### config.mk
export PLATFORM = sky130hd
export DESIGN_NAME = mask_unit_read_pipe
export DESIGN_NICKNAME = d
export VERILOG_FILES = /design/src/rtl/mask_unit_read_pipe.sv
export SDC_FILE = /design/constraint.sdc
export NUM_CORES = 1
export LEC_CHECK = 0
export BUFFER_PORTS_ARGS = -buffer_cell sky130_fd_sc_hd__buf_2
export CORE_MARGIN = 2
export CORE_UTILIZATION = 25
export DETAILED_ROUTE_END_ITERATION = 8
export GPL_ROUTABILITY_DRIVEN = 0
export HOLD_SLACK_MARGIN = 0.03
export PLACE_DENSITY = 0.5
export SLEW_MARGIN = 40
export SYNTH_ARGS = -nofsm -noshare
export SYNTH_HDL_FRONTEND = slang
export SYNTH_SLANG_ARGS = --single-unit
### constraint.sdc
create_clock -name clock -period 2.9 [get_ports clock]
set_input_delay 0.58 -clock clock [delete_from_list [all_inputs] [get_ports clock]]
set_output_delay 0.58 -clock clock [all_outputs]
set_load 0.02 [all_outputs]
### src/rtl/mask_unit_read_pipe.sv
// mask_unit_read_pipe: credit-gated VRF read pipe for one crossbar output port.
// A request is forwarded to the VRF read port. Its tag {writeIndex, dataOffset}
// travels through a fixed-latency shift pipeline alongside the read. When the
// tag reaches the end of that pipeline, the VRF result and the tag are captured
// together into an in-order response FIFO. The credit counter reserves a FIFO
// slot for every request before it is issued, so the FIFO can never overflow.
//
// Handshakes use strict valid/ready semantics. A transfer happens on a rising
// clock edge where valid and ready are both high. Once valid is raised, neither
// side may make it depend on the other side's ready in a way that forms a loop.
// enq_ready and vrfRead_valid depend only on the local credit, never on deq_ready.
module mask_unit_read_pipe #(
  parameter int DATA_WIDTH = 32,
  parameter int LATENCY    = 2,
  parameter int DEPTH      = 4
) (
  input  logic                  clock,
  input  logic                  reset,
  input  logic                  enq_valid,
  output logic                  enq_ready,
  input  logic [4:0]            enq_bits_vs,
  input  logic [7:0]            enq_bits_offset,
  input  logic [1:0]            enq_bits_writeIndex,
  input  logic [1:0]            enq_bits_dataOffset,
  output logic                  vrfRead_valid,
  input  logic                  vrfRead_ready,
  output logic [4:0]            vrfRead_bits_vs,
  output logic [7:0]            vrfRead_bits_offset,
  input  logic [DATA_WIDTH-1:0] vrfReadResult,
  output logic                  deq_valid,
  input  logic                  deq_ready,
  output logic [DATA_WIDTH-1:0] deq_bits_data,
  output logic [1:0]            deq_bits_writeIndex,
  output logic [1:0]            deq_bits_dataOffset
);

  localparam int PtrW = (DEPTH > 1) ? $clog2(DEPTH) : 1;
  localparam int CntW = $clog2(DEPTH + 1);
  localparam int TagW = 4;

  logic [CntW-1:0]            credit;
  logic                       creditOk;
  logic                       fire;
  logic                       deqFire;
  logic                       fifoWrite;
  logic [LATENCY-1:0]         pipeValid;
  logic [TagW-1:0]            pipeTag [LATENCY];
  logic [DATA_WIDTH+TagW-1:0] fifoMem [DEPTH];
  logic [DATA_WIDTH+TagW-1:0] fifoHead;
  logic [PtrW-1:0]            wrPtr;
  logic [PtrW-1:0]            rdPtr;
  logic [CntW-1:0]            fifoCount;

  // Reset forces the credit view to "full". This keeps enq_ready equal to
  // vrfRead_ready while reset is held, even on the first reset cycle.
  assign creditOk            = reset | (credit != '0);
  assign vrfRead_valid       = enq_valid & creditOk;
  assign enq_ready           = vrfRead_ready & creditOk;
  assign vrfRead_bits_vs     = enq_bits_vs;
  assign vrfRead_bits_offset = enq_bits_offset;
  assign fire                = enq_valid & enq_ready;

  assign deq_valid           = ~reset & (fifoCount != '0);
  assign deqFire             = deq_valid & deq_ready;
  assign fifoWrite           = pipeValid[LATENCY-1];

  assign fifoHead            = fifoMem[rdPtr];
  assign deq_bits_data       = fifoHead[DATA_WIDTH+TagW-1:TagW];
  assign deq_bits_writeIndex = fifoHead[3:2];
  assign deq_bits_dataOffset = fifoHead[1:0];

  // Credit counter: an issued request takes a credit, and a dequeued response returns it.
  always_ff @(posedge clock) begin
    if (reset) begin
      credit <= CntW'(DEPTH);
    end else if (fire && !deqFire) begin
      credit <= credit - CntW'(1);
    end else if (!fire && deqFire) begin
      credit <= credit + CntW'(1);
    end
  end

  // Valid bits of the latency pipeline. These are cleared by reset, so late VRF data is dropped.
  always_ff @(posedge clock) begin
    if (reset) begin
      pipeValid <= '0;
    end else begin
      pipeValid[0] <= fire;
      for (int i = 1; i < LATENCY; i++) begin
        pipeValid[i] <= pipeValid[i-1];
      end
    end
  end

  // Tag payload of the latency pipeline. It is qualified by pipeValid, so it needs no reset.
  always_ff @(posedge clock) begin
    pipeTag[0] <= {enq_bits_writeIndex, enq_bits_dataOffset};
    for (int i = 1; i < LATENCY; i++) begin
      pipeTag[i] <= pipeTag[i-1];
    end
  end

  // FIFO storage: capture the VRF data with the tag that arrives at the pipeline tail.
  always_ff @(posedge clock) begin
    if (fifoWrite) begin
      fifoMem[wrPtr] <= {vrfReadResult, pipeTag[LATENCY-1]};
    end
  end

  // FIFO pointers wrap modulo DEPTH. Occupancy is tracked separately as 0..DEPTH.
  always_ff @(posedge clock) begin
    if (reset) begin
      wrPtr     <= '0;
      rdPtr     <= '0;
      fifoCount <= '0;
    end else begin
      if (fifoWrite) begin
        wrPtr <= (wrPtr == PtrW'(DEPTH - 1)) ? '0 : wrPtr + PtrW'(1);
      end
      if (deqFire) begin
        rdPtr <= (rdPtr == PtrW'(DEPTH - 1)) ? '0 : rdPtr + PtrW'(1);
      end
      if (fifoWrite && !deqFire) begin
        fifoCount <= fifoCount + CntW'(1);
      end else if (!fifoWrite && deqFire) begin
        fifoCount <= fifoCount - CntW'(1);
      end
    end
  end

endmodule

After elaboration in Yosys (flattened, before gate mapping)
Memories as Yosys holds them, arrays and structs flattened. A register that Yosys moved wholly into a read port is not among the register bits. Index checks and enable logic that the tools add are counted. Widths: inputs -> output; s select.

Memory bits (writable): 152. Logic and storage cells: 43. Register bits after elaboration: 12. Memories: 2.

Memory list: fifoMem (depth 4, width 36, read ports 1, clocked after Yosys merged registers in 1, wr ports 1, line 48) `logic [DATA_WIDTH+TagW-1:0] fifoMem [DEPTH];`; pipeTag (depth 2, width 4, read ports 2, clocked after Yosys merged registers in 0, wr ports 2, line 47) `logic [TagW-1:0] pipeTag [LATENCY];`.

Reductions and logical operators: 11. Multiplexer cells: 10. $add $sub $neg: 6. Bitwise gates (word level): 7. Equal/unequal tests: 2.

Operators with widths (number): $mux 3 (4); $mux 2 (4); $add 3x1->3 const B (2); $reduce_bool 3->1 (2); $sub 3x1->3 const B (2); $and 1x1->1 (5); $add 2x1->2 const B (2); $eq 2x2->1 const B (2); $logic_and 1x1->1 (4); $reduce_bool 2->1 (2); $logic_not 1->1 (3); $mux 1 (2); $not 1->1 (1); $or 1x1->1 (1).

Longest topological paths before layout
Gate-level depths: netlist (run 1).

Depth in word-level cells: 8. Depth in mapped cells: 9. Mapped depth without buffers: 9.

Worst setup path after synthesis (run 1)
Ideal clock, no wire load.

Path kind: in2reg. Start: in reset. End: reg credit[2]. Path slack: 0.520 ns. Arrival: 2.248 ns. Setup time: 0.132 ns. Cell stages on the path: 8. Buffers on the path: 0. Required time: 2.768 ns. Path through: or4_4 -> and3_4 -> ha_1 -> inv_1 -> fa_1 -> xor2_1 -> nor3_1 -> or3b_2.

Longest elaborated chain between the ends: 6.

RTL lines: start, declared (line 18) `input logic reset,`; $or 1x1->1 (*) (line 56) `assign creditOk = reset | (credit != '0);`; $and 1x1->1 (*) (line 58) `assign enq_ready = vrfRead_ready & creditOk;`; $and 1x1->1 (*) (line 61) `assign fire = enq_valid & enq_ready;`; named net fire (line 43) `logic fire;`; $logic_not 1->1 (line 78) `end else if (!fire && deqFire) begin`; $logic_and 1x1->1 (line 78); $reduce_bool 2->1 (no line); end signal, assigned (line 75) `credit <= CntW'(DEPTH);`; end signal, assigned (line 77) `credit <= credit - CntW'(1);`; end signal, assigned (line 79) `credit <= credit + CntW'(1);`; end, declared (line 41) `logic [CntW-1:0] credit;`.

Mark *: on every way through the listed nets, which the timed path passes. The rest lies on a longest branch. A chain may end at the register's enable or synchronous reset.

Final worst setup path (run 1)
Start: reg fifoCount[0]. End: reg credit[2].

Longest elaborated chain between the ends: 6.

RTL lines: start, declared (line 52) `logic [CntW-1:0] fifoCount;`; start signal, assigned (line 124) `fifoCount <= fifoCount + CntW'(1);`; start signal, assigned (line 126) `fifoCount <= fifoCount - CntW'(1);`; $reduce_bool 3->1 (*) (line 63) `assign deq_valid = ~reset & (fifoCount != '0);`; $and 1x1->1 (*) (line 63); $and 1x1->1 (*) (line 64) `assign deqFire = deq_valid & deq_ready;`; $logic_not 1->1 (line 76) `end else if (fire && !deqFire) begin`; $logic_and 1x1->1 (line 76); $mux 3 / $reduce_bool 2->1 (equally long branches).

Mark *: on every way between the ends. The rest lies on a longest branch, timed or not.

==> metrics.md, run 1 <==
| Metric | Value |
|---|---|
| ANT nets after route | 0 |
| Post-layout net count | roughly 430 |
| Psw | 1.18 mW |
| Final wirelength | 11.7 mm |
| #FFs+latches synth | ~170 |
| Post-CTS Resized | 0 |
| Number of global-route vias before repair | 3207 |
| Yosys warns | 0 |
| Die area | 26100 µm² |
| Hold buffers post-CTS | 0 |
| CP Class | reg2reg |
| DRC viols | 0 |
| Max cap viols | 0 |
| Ys flop type | edfxtp_1 |
| EDFF count, synth | 144 |
| Final period utilization | 0.856 |
| Power Dens Cells | 700 nW/µm² |
| Logic pwr share | 0.092 |
| Commonest non-fill, non-tap cell in the layout | edfxtp_1 |
| Total leakage power | ~2.5 nW |
| Final setup fails | 0 |
| Worst Setup SP | fifoCount[0] |
| Worst slack at placement | between 0.15 and 0.2 ns |
| Asr flop ratio synth | 0 |
| Least-Margin Pin Slew | roughly 0.63 ns |
| GRT overflow | 0 |
| Synth area leaders | edfxtp_1, mux4_2, dfxtp_1, buf_4, ha_1 |
| Synth Cell Area | 6210 µm² |
| Cells after Synth | 280 |
| Final worst slack | approximately 0.42 ns |
| Placed cell areas | between 6000 and 7000 µm² |
| Final Hold Vio Count | 0 |
| Crit. End Element | flop |
| Pint | roughly 4.1 mW |
| Die height | approximately 160 µm |
| Initial drt markers | 150 |
| Clock power share | 0.403 |
| Chip Width | ~160 µm |
| Yosys top cell by area | edfxtp_1 |
| WP data arrival | approximately 2.8 ns |
| Top-area cell type share of the netlist area | 0.697 |
| CP Launch Type | flop |
| Status | complete, no violations |
| Sequential share of power | 0.505 |
| Worst R2R Start | fifoCount[0] |
| CTS root buffer | clkbuf_16 |
| Synth unique cells | 29 |
| Clock Skew | 0.00966 ns |
| Htree depth | 4 |
| Deepest clock path buffer count | 2 |
| DRT Pass-1 Iters | 5 |
| Sw Share | 0.224 |
| Vias | 2800 |
| Slew HR | 0.578 |
| Pin count of the biggest net entering global routing | 37 |
| RSZ-0062 raised after global routing | false |
| Num rows | 57 |
| Syn_area_per_cell | 22.2 µm² |
| Starting Density | 0.255 |
| Initial antenna violation count | 2 |
| Core ar. | around 24000 µm² |
| Hold slack | around 0.27 ns |
| Post-CTS Setup Inserts | 0 |
| Worst path required time | 3.19 ns |
| Syn_nets | roughly 340 |
| Clock sink count | between 150 and 200 |
| CTS tree | built |
| Worst Path Max Fanout | 3 |
| Clock-pin slew on the worst setup and hold paths | about 0.06 ns |
| Fmax | approximately 400 MHz |
| Worst hold path type | in2reg |
| Worst VDD drop | approximately 0.00030 V |
| Post-route minimum period | 2.48 ns |
| Commonest non-fill, non-tap cells in the layout | edfxtp_1, buf_2, mux4_2, dfxtp_1, clkbuf_16 |
| Layout area overhead | 20.9% |
| IO Pins | ~110 |
| Final Max Tran Viols | 0 |
| Hold Startpoint | enq_bits_dataOffset[0] |
| Seq/Total Area, Yosys | 0.768 |
| Wire per inst | roughly 17 µm |
| Gr usage total | 0.0950 |
| First-pass GRT wire length | about 18 mm |
| Power Total | 5.26 mW |
| Num CTS Buffers | 17 |
| Post-DP HPWL | around 7.3 mm |
| Design Area, Final | between 7000 and 8000 µm² |
| Share of cells above drive strength 1 | 0.437 |
| Worst skew pair latency | 0.41 ns |
| Post-Route Setup TNS | 0 ns |
| I/O Buffers | approximately 80 |
| Vias per Instance | ~4.0 |
==> layer usage <==
layer,track usage,vias to the layer above,part of all wire
met5,0,-,0
met1,0.110,1443,0.42
li1,-,1280,-
met3,0.0403,7,0.063
met2,0.161,70,0.51
met4,0.0284,0,0.0072
==> path summary, 6_finish.rpt <==
kind	end	slack, ns	depth (start not counted)
setup / recovery	credit[2]	0.42	9
hold / removal	pipeTag[0][0]	0.27	1
hold reg to reg	pipeTag[0][4]	0.33	0
setup reg to reg	credit[2]	0.42	9
==> Yosys cell counts, types with 3 or more instances <==
master    count
inv_1         7
nor2b_1       3
mux4_2       33
and2_1        4
buf_12        3
mux4_1        3
nor2_1       10
dfxtp_1      22
ha_1          7
edfxtp_1    144
buf_4        13
mux2i_1       3
xor2_1        4
buf_2         3
==> kinds of logic after synthesis <==
| logic type | after synthesis | synth area share |
|---|---|---|
| AO/OA/AOI/OAI | 4 | 0.00323 |
| XOR/XNOR | 4 | 0.00564 |
| buffers and inverters | 29 | 0.0353 |
| adder cells (fa/ha/maj) | 9 | 0.0206 |
| multiplexers | 41 | 0.141 |
| flip-flops | 166 | 0.768 |
| AND/OR/NAND/NOR | 27 | 0.0266 |
==> registers in the layout (all words and copies together), names as in the netlist, named ones only <==
signal	flops
pipeTag	8
pipeValid	2
rdPtr	2
credit	3
fifoMem	144
fifoCount	3
wrPtr	2
==> worst max-delay path, cell delays in order, from the launching register on <==
cell and delay, ns:
dfxtp_1 0.34, nor3_1 0.33, nor3b_1 0.14, inv_1 0.10, ha_1 0.21, inv_1 0.07, fa_1 0.37, xor2_1 0.17
o21ai_0 0.15, or3b_2 0.46
==> power by group through the flow <==
stage | clock (mW) | combinational (mW) | sequential [mW]
floorplan | 0 | 0.388 | 2.70
global placement | 0 | 0.481 | 2.71
detailed placement | 0 | 0.494 | 2.71
CTS | 2.21 | 0.495 | 2.66
global route | 2.30 | 0.523 | 2.66
finish | 2.12 | 0.481 | 2.66
==> layout make-up <==
class                      count  area [µm²]
inverter                       7        26.3
multi-input combinational     85        1230
clock buffer                  21         460
fill                        2378       16800
tap                          324         405
timing repair buffer          88         513
antenna                        2        5.00
clock inverter                11         100
sequential                   166        4770
==> through the flow <==
stage | util | cells
2_1_floorplan | - | 280
3_3_place_gp | 0.285 | 670
3_5_place_dp | 0.285 | 670
4_1_cts | 0.308 | 702
5_1_grt | 0.308 | 702
6_report | 0.309 | 704
No activity file was read; power rests on OpenSTA's default activity.
==> inputs of run 2 (changes only) <==
--- a/config.mk
+++ b/config.mk
@@ -5,6 +5,7 @@
 export SDC_FILE = /design/constraint.sdc
 export NUM_CORES = 1
 export LEC_CHECK = 0
+export ABC_AREA = 1
 export BUFFER_PORTS_ARGS = -buffer_cell sky130_fd_sc_hd__buf_2
 export CORE_MARGIN = 2
 export CORE_UTILIZATION = 25
==> metrics.md, run 2 <==
| Metric | Value |
|---|---|
| Hold depth | 1 |
| Clock-pin slew on the worst setup and hold paths | 0.06 ns |
| Die height | ~160 µm |
| Worst Path Max Fanout | 40 |
| Flip-flop count of the largest register after layout | ~140 |
| Final Max Tran Viols | 0 |
| Synth Cell Area | ~6300 µm² |
| #FFs+latches synth | 166 |
| Max cap viols | 0 |
| Post-DP HPWL | between 8 and 9 mm |
| Hold Startpoint | enq_bits_writeIndex[0] |
| Initial drt markers | around 190 |
| Core ar. | between 20000 and 30000 µm² |
| Fillers | about 2500 |
| CP Class | reg2out |
| Initial antenna violation count | 1 |
| Worst R2R Start | fifoCount[0] |
| Final setup fails | 0 |
| Worst hold path type | in2reg |
| Clock sink count | roughly 170 |
| Clock power share | 0.436 |
| WP data arrival | 2.06 ns |
| Layout area overhead | 20.6% |
| Final worst slack | 0.261 ns |
| Chip Width | approximately 160 µm |
| Logic pwr share | 0.073 |
| Final period utilization | 0.910 |
| Sw Share | 0.222 |
| Non-Filler Instances | 883 |
| Clock Skew | about 0.0094 ns |
| Worst R2R Path Depth | 9 |
| Total leakage power | roughly 2.7 nW |
| EDFF count, synth | 144 |
| Psw | 1.19 mW |
| CTS root buffer | clkbuf_16 |
| Power Dens Cells | 707 nW/µm² |
| Status | complete, no violations |
| Cell count after placement | 850 |
| Asr flop ratio synth | 0 |
| Yosys warns | 0 |
| Commonest non-fill, non-tap cell in the layout | edfxtp_1 |
| Synth area leaders | edfxtp_1, dfxtp_1, nor2_1, o21ai_1, o22ai_1 |
| Most flops, register | fifoMem |
| Vias per Instance | approximately 4.3 |
| Vias | ~3800 |
| Multi-input gate area | between 1000 and 1500 µm² |
| Reg2Reg Setup Slack | between 0.9 and 1 ns |
| GRT overflow | 0 |
| Ys flop type | edfxtp_1 |
| Least-Margin Pin Slew | 0.518 ns |
| Pint | ~4.2 mW |
| Num CTS Buffers | 17 |
| Most frequent cells after synthesis | edfxtp_1, nor2_1, o21ai_1 |
| Worst Hold End | pipeTag[0][2] |
| Register area | between 4000 and 5000 µm² |
| I/O Buffers | just under 80 |
| Worst slack at placement | 0.562 ns |
| Crit. End Element | primary output |
| DRT Pass-1 Iters | 4 |
| ANT nets after route | 0 |
| Post-layout net count | roughly 600 |
| Syn_area_per_cell | about 14 µm² |
| Post-route minimum period | about 2.6 ns |
| Synth unique cells | 25 |
| Sequential share of power | 0.491 |
| Die area | ~27000 µm² |
| Syn_nets | between 500 and 600 |
| Final Hold Vio Count | 0 |
| Num rows | 58 |
| Cells after Synth | roughly 460 |
| Number of global-route vias before repair | 4013 |
| CTS tree | built |
| Power Total | about 5.4 mW |
| FF-to-FF End | credit[2] |
| Top-area cell type share of the netlist area | 0.684 |
| Post-Route Setup TNS | 0 ns |
| Final wirelength | approximately 14 mm |
| Fmax | between 300 and 400 MHz |
| RSZ-0062 raised after global routing | false |
| Htree depth | 4 |
| Starting Density | 0.252 |
| Worst skew pair latency | 0.42 ns |
| CP Launch Type | flop |
| First-pass GRT wire length | roughly 22 mm |
| Wire per inst | between 15 and 20 µm |
| Worst VDD drop | ~0.00032 V |
| IO Pins | approximately 110 |
| Share of cells above drive strength 1 | 0.241 |
| Post-CTS Setup Inserts | 0 |
| DRC viols | 0 |
| Seq/Total Area, Yosys | 0.754 |
| Pin count of the biggest net entering global routing | just over 40 |
| Commonest non-fill, non-tap cells in the layout | edfxtp_1, nor2_1, buf_2, o21ai_1, o22ai_1 |
| Gr usage total | 0.110 |
| Deepest clock path buffer count | 2 |
| Slew HR | 0.655 |
| Worst path required time | between 2 and 2.5 ns |
| Biggest regs | fifoMem x144, pipeTag x8 |
| Yosys top cell by area | edfxtp_1 |
| Most frequent cell after synthesis | edfxtp_1 |
run 2: per-layer routing:
layer | track usage | part of all wire | vias up
met2 | 0.185 | 0.50 | 84
met1 | 0.133 | 0.44 | 1897
met5 | 0 | 0 | -
li1 | - | - | 1828
met4 | 0.0414 | 0.015 | 0
met3 | 0.0310 | 0.045 | 17
run 2: per-stage QoR:
step,area [µm²],utilization,hold WS (ns)
floorplan,6320,-,0.310
global placement,7000,0.280,0.318
detailed placement,7000,0.280,0.323
CTS,7610,0.304,0.229
global route,7620,0.304,0.239
finish,7620,0.304,0.258
run 2: power by group through the flow:
stage	Sequential, mW	Clock (mW)	Combinational, mW
2_1_floorplan	2.69	0	0.277
3_3_place_gp	2.69	0	0.383
3_5_place_dp	2.70	0	0.397
4_1_cts	2.65	2.42	0.399
5_1_grt	2.65	2.51	0.438
6_report	2.65	2.35	0.392
run 2: area by class of cell:
type | count | share of cell area
antenna | 1 | 0.000328
timing repair buffer | 93 | 0.0678
clock buffer | 19 | 0.0568
inverter | 23 | 0.0123
multi-input combinational | 238 | 0.159
tap | 330 | 0.0542
clock inverter | 13 | 0.0236
sequential | 166 | 0.626
run 2: how the worst max path moves through the flow:
stage	slack (ns)	end	startpoint	cells after the start
2_1_floorplan	0.90	credit[2]	reset	11
3_3_place_gp	0.60	deq_bits_data[9]	flop	5
3_5_place_dp	0.56	deq_bits_data[6]	flop	5
4_1_cts	0.1	deq_bits_data[9]	flop	5
5_1_grt	0.09	deq_bits_writeIndex[0]	flop	4
6_report	0.26	deq_bits_data[2]	flop	5
run 2: kinds of logic (layout without fill, tap and decap cells):
| kind of cell | count (synthesis) | count (layout) | share of synthesized area |
|---|---|---|---|
| compound gates | 119 | 119 | 0.101 |
| simple gates | 110 | 110 | 0.0707 |
| buf+inv | 59 | 148 | 0.0540 |
| flops | 166 | 166 | 0.754 |
| other cells | 0 | 1 | 0 |
| fa+ha+maj | 9 | 9 | 0.0202 |
run 2: critical path, cell delays in order (launching register included):
cell	delay, ns
dfxtp_2	0.35
buf_4	0.34
buf_6	0.35
o21ai_1	0.12
o22ai_1	0.24
buf_2	0.21
run 2: timing repair:
action | 4_1_cts | 5_1_grt
setup endpoints to repair | 0 | 3
hold buffers | 0 | 0
resized for setup | 0 | 1
